--- src/rtl/fp_addsub_arbiter.sv ---
// Round-robin arbiter that time-shares one FP_ADD_SUB unit among NUM_REQ requesters.
// Each issued op is tracked through the adder latency, and its result is routed back with an ID.
module fp_addsub_arbiter #(
    parameter int NUM_REQ = 4,
    parameter int ID_W    = 2,
    parameter int FPU_LAT = 1,
    parameter int CNT_W   = 16
) (
    input  logic                    clk,
    input  logic                    rst_n,
    input  logic                    arb_en,
    input  logic [NUM_REQ-1:0]      req_valid,
    output logic [NUM_REQ-1:0]      req_ready,
    input  logic [NUM_REQ*32-1:0]   req_a,
    input  logic [NUM_REQ*32-1:0]   req_b,
    input  logic [NUM_REQ-1:0]      req_op,
    output logic [31:0]             fpu_in1,
    output logic [31:0]             fpu_in2,
    output logic                    fpu_en,
    input  logic [31:0]             fpu_out,
    output logic [NUM_REQ-1:0]      resp_valid,
    output logic [ID_W-1:0]         resp_id,
    output logic [31:0]             resp_data,
    output logic                    busy,
    output logic [CNT_W-1:0]        op_count
);

    localparam int LAST = FPU_LAT - 1;

    logic [ID_W-1:0]    last_grant_reg;
    logic               grant_valid;
    logic [ID_W-1:0]    grant_id;
    logic [31:0]        a_arr [NUM_REQ];
    logic [31:0]        b_arr [NUM_REQ];
    logic [FPU_LAT-1:0] pipe_valid_reg;
    logic [ID_W-1:0]    pipe_id_reg [FPU_LAT];
    logic [CNT_W-1:0]   op_count_reg;
    logic               last_valid;
    logic [ID_W-1:0]    last_id;

    genvar gi;
    generate
        for (gi = 0; gi < NUM_REQ; gi++) begin : g_unpack
            assign a_arr[gi]     = req_a[32*gi +: 32];
            assign b_arr[gi]     = req_b[32*gi +: 32];
            assign req_ready[gi] = grant_valid && (grant_id == ID_W'(gi));
        end
    endgenerate

    // Search upward from the slot after the last winner, wrapping around.
    always_comb begin
        int idx;
        idx         = 0;
        grant_valid = 1'b0;
        grant_id    = '0;
        if (arb_en && rst_n) begin
            for (int k = 1; k <= NUM_REQ; k++) begin
                idx = (int'(last_grant_reg) + k) % NUM_REQ;
                if (!grant_valid && req_valid[idx]) begin
                    grant_valid = 1'b1;
                    grant_id    = ID_W'(idx);
                end
            end
        end
    end

    // When idle, the adder is fed 0+0 so its output stays at a known value.
    always_comb begin
        fpu_in1 = 32'h0;
        fpu_in2 = 32'h0;
        fpu_en  = 1'b1;
        if (grant_valid) begin
            fpu_in1 = a_arr[grant_id];
            fpu_in2 = b_arr[grant_id];
            fpu_en  = req_op[grant_id];
        end
    end

    always_ff @(posedge clk or negedge rst_n) begin
        if (!rst_n) begin
            last_grant_reg <= ID_W'(NUM_REQ - 1);
        end else if (grant_valid) begin
            last_grant_reg <= grant_id;
        end
    end

    // The tracking pipe mirrors the adder latency, and stage 0 captures the issue.
    always_ff @(posedge clk or negedge rst_n) begin
        if (!rst_n) begin
            pipe_valid_reg <= '0;
            for (int s = 0; s < FPU_LAT; s++) begin
                pipe_id_reg[s] <= '0;
            end
        end else begin
            pipe_valid_reg[0] <= grant_valid;
            pipe_id_reg[0]    <= grant_id;
            for (int s = 1; s < FPU_LAT; s++) begin
                pipe_valid_reg[s] <= pipe_valid_reg[s-1];
                pipe_id_reg[s]    <= pipe_id_reg[s-1];
            end
        end
    end

    assign last_valid = pipe_valid_reg[LAST];
    assign last_id    = pipe_id_reg[LAST];

    generate
        for (gi = 0; gi < NUM_REQ; gi++) begin : g_resp
            assign resp_valid[gi] = last_valid && (last_id == ID_W'(gi));
        end
    endgenerate

    assign resp_id   = last_valid ? last_id : '0;
    assign resp_data = last_valid ? fpu_out : 32'h0;
    assign busy      = |pipe_valid_reg;

    always_ff @(posedge clk or negedge rst_n) begin
        if (!rst_n) begin
            op_count_reg <= '0;
        end else if (last_valid && (op_count_reg != {CNT_W{1'b1}})) begin
            op_count_reg <= op_count_reg + CNT_W'(1);
        end
    end

    assign op_count = op_count_reg;

endmodule

--- config.mk ---
export PLATFORM = sky130hd
export DESIGN_NAME = fp_addsub_arbiter
export DESIGN_NICKNAME = d
export VERILOG_FILES = /design/src/rtl/fp_addsub_arbiter.sv
export SDC_FILE = /design/constraint.sdc
export NUM_CORES = 1
export LEC_CHECK = 0
export CORE_AREA = 2 2 166 168
export CTS_CLUSTER_DIAMETER = 50
export DETAILED_ROUTE_END_ITERATION = 16
export DIE_AREA = 0 0 168 170
export PLACE_DENSITY = 0.45
export RECOVER_POWER = 50
export SETUP_SLACK_MARGIN = 0.02
export SYNTH_ARGS = -nofsm -noshare
export SYNTH_HDL_FRONTEND = slang
export SYNTH_SLANG_ARGS = --single-unit
--- constraint.sdc ---
create_clock -name clk -period 4.85 [get_ports clk]
set_input_delay 1.455 -clock clk [delete_from_list [all_inputs] [get_ports clk]]
set_output_delay 1.455 -clock clk [all_outputs]
set_load 0.05 [all_outputs]
==> flow_metrics.tcl <==
set metrics [dict create \
    max_slew_margin 0.244 \
    largest_register_ffs 16 \
    cts_root_buffer "clkbuf_16" \
    seqPwrFrac 0.119 \
    drtAntennaViolNets 0 \
    clockBufferDepth 2 \
    clkPwrFrac 0.081 \
    wl_per_cell_microns 19.2 \
    drive_gt1_frac 0.164 \
    grt_overflow 0 \
    path_clk_slew_ns 0.06 \
    drt_iter0_markers 146 \
    synth_area_leader_cell "a221o_1" \
    synth-seq-cells 21 \
    vias 5144 \
    yosysMostFrequentCell "nand2_1" \
    period_minus_slack_ns 4.78 \
    ys_seq_area_frac 0.172 \
    die_area_sq_um 28600 \
    netlist_top_cells_count "nand2_1 (137), a21oi_1 (69), a221o_1 (64)" \
    syn_inst 442 \
    vdd_ir_drop_max_v 0.000107 \
    power.share.switching 0.457 \
    start_util 0.115 \
    gp_congestion 0.800 \
    fin_area_sq_um 9000 \
    final-setup-viol-count 0 \
    place_area_sq_um 8600 \
    diodes 0 \
    hpwl_microns 18200 \
    timing.final.crit_share 0.985 \
    cts_tree "yes" \
    row_count 60 \
    core_area_sq_um 26700 \
    numCtsBuffers 3 \
    numPortBuffers 422 \
    dieHeight_microns 170 \
    cts.htree.levels 1 \
    tightest_slew_ns 1.13 \
    synth_cell_type_count 46 \
    synth_top_area_frac 0.208 \
    synth_area_sq_um 3080 \
    worst-r2r-cell-count 4 \
    crit_path_start_kind "primary input" \
    powerDensity_nw_per_um2 235 \
    min_path_cells 1 \
    layout-area-overhead-vs-synth_pct 193 \
    required_ns 3.39 \
    yosysWarnings 0 \
    insertion_delay_ns 0.25 \
    worstPathMaxFanout 11 \
    hold_viol 0 \
    via_per_inst 4.22 \
    avgSynthCellArea_sq_um 6.96 \
    async_flop_share 1.00 \
    synth_nets 742 \
    rsz0062_at_grt "no" \
    fin_util 0.338 \
    cp.arrival_ns 3.32 \
    drv_cap 0 \
    power_w 0.00212 \
    synth_ff_type "dfrtp_1" \
    p_leak_nw 3.70 \
    pin_count 423 \
    finalMaxSlewViolations 0 \
    holdCritPathClass "flop to flop" \
    nNetsFinal 1179 \
    comb_power_share 0.800 \
    gr-usage-all-layers 0.142 \
    worstSetupPathType "primary input to output pin" \
    instances_no_fill 1219 \
    synth_area_leaders "a221o_1 (21%), nand2_1 (17%), dfrtp_1 (15%)" \
    p_int_w 0.00115 \
    antenna_found_initial 0 \
    clock_sink_count 21 \
    grt_max_degree 45 \
    nFillCells 2769 \
    clock.fmax_mhz 209 \
    p_switching_w 0.000969 \
    routed_wl_microns 23400 \
    status "finished, final reports clean" \
    grt_pass1_vias 5157 \
    synth_edf_count 0 \
    drt_pass1_iterations 4 \
    finClkSkew_ns 0.00376 \
    dp_cells 1199 \
    crit_path_end_kind "output pin" \
    die_w_microns 168 \
    grt_pass1_wl_microns 31200 \
    drc_errors 0 \
]
-- path summary, 6_finish.rpt --
path / startpoint / slack, ns / endpoint
min reg2reg: op_count[9]$_DFFE_PN0P_ / 0.50 / op_count[9]$_DFFE_PN0P_
min in group asynchronous: rst_n / 1.70 / op_count[7]$_DFFE_PN0P_
max: req_valid[1] / 0.07 / fpu_in2[1]
max in group asynchronous: rst_n / 2.48 / busy$_DFF_PN0_
min: op_count[9]$_DFFE_PN0P_ / 0.50 / op_count[9]$_DFFE_PN0P_
max reg2reg: op_count[0]$_DFFE_PN0P_ / 2.87 / op_count[1]$_DFFE_PN0P_
-- logic make-up (layout without fill, tap and decap cells) --
| group | Yosys count | count (layout) | share of synthesized area |
|---|---|---|---|
| AOI/OAI and AO/OA | 143 | 143 | 0.352 |
| buffers and inverters | 46 | 482 | 0.0943 |
| DFF | 21 | 21 | 0.172 |
| adders and majority gates | 1 | 1 | 0.00407 |
| xor gates and xnor gates | 15 | 15 | 0.0427 |
| muxes | 3 | 3 | 0.0102 |
| and+or+nand+nor | 213 | 213 | 0.325 |
-- stage by stage --
| stage | TNS, ns | worst slack, ns | hold WS (ns) |
|---|---|---|---|
| after floorplan | 0 | 0.133 | 0.589 |
| after CTS | 0 | 0.0109 | 0.507 |
| after detailed placement | -12.27 | -0.247 | 0.497 |
| after global placement | -11.04 | -0.225 | 0.482 |
| final | 0 | 0.0706 | 0.502 |
| after global routing | 0 | 0.0148 | 0.524 |
-- worst max-delay path: stages --
cell and delay, ns:
clkdlybuf4s15_1 0.22, buf_4 0.15, a22o_1 0.21, or3_4 0.37
nor2_4 0.18, buf_12 0.15, buf_12 0.14, a221o_1 0.25
buf_12 0.16
-- placed cells by master (no fill, tap or decap), types with 5 or more instances in the layout --
cell / n
buf_4: 23
clkdlybuf4s50_1: 306
buf_12: 86
xnor2_1: 11
a221o_1: 64
nor2_1: 5
and2_1: 35
dfrtp_1: 19
dlygate4sd3_1: 41
nand2_1: 137
clkbuf_16: 10
a21oi_1: 66
and3_1: 6
-- final cells by class --
class	count	area, sq um	share of cell area
Multi-Input combinational cell	375	2310	0.257
Timing Repair Buffer	473	5640	0.626
Inverter	5	18.8	0.00208
Tap cell	341	427	0.0474
Clock buffer	4	78.8	0.00876
Sequential cell	21	528	0.0587
-- per-layer routing --
metal	track usage	wire length, microns
met1	0.168	9250
met5	0	0
met4	0.0147	158
met2	0.266	12100
met3	0.0342	1860
-- power groups by stage --
stage	sequential (W)	combinational [W]	clock (W)
global route	0.000258	0.00178	0.000188
finish	0.000251	0.00169	0.000172
global placement	0.000256	0.00166	0
floorplan	0.000316	0.000709	0
detailed placement	0.000254	0.00166	0
CTS	0.000253	0.00168	0.000177
-- repair_timing --
| action | CTS | global route |
|---|---|---|
| resized for setup | 19 | 7 |
| buffers inserted | 2 | 4 |
| pin swaps | 19 | 8 |
| endpoints found under the setup margin | 68 | 65 |
| hold buffers | 0 | 0 |
| gates cloned | 1 | 9 |
| hold endpoints to repair | 0 | 0 |
Note: power is estimated with default switching activity, not from simulation.
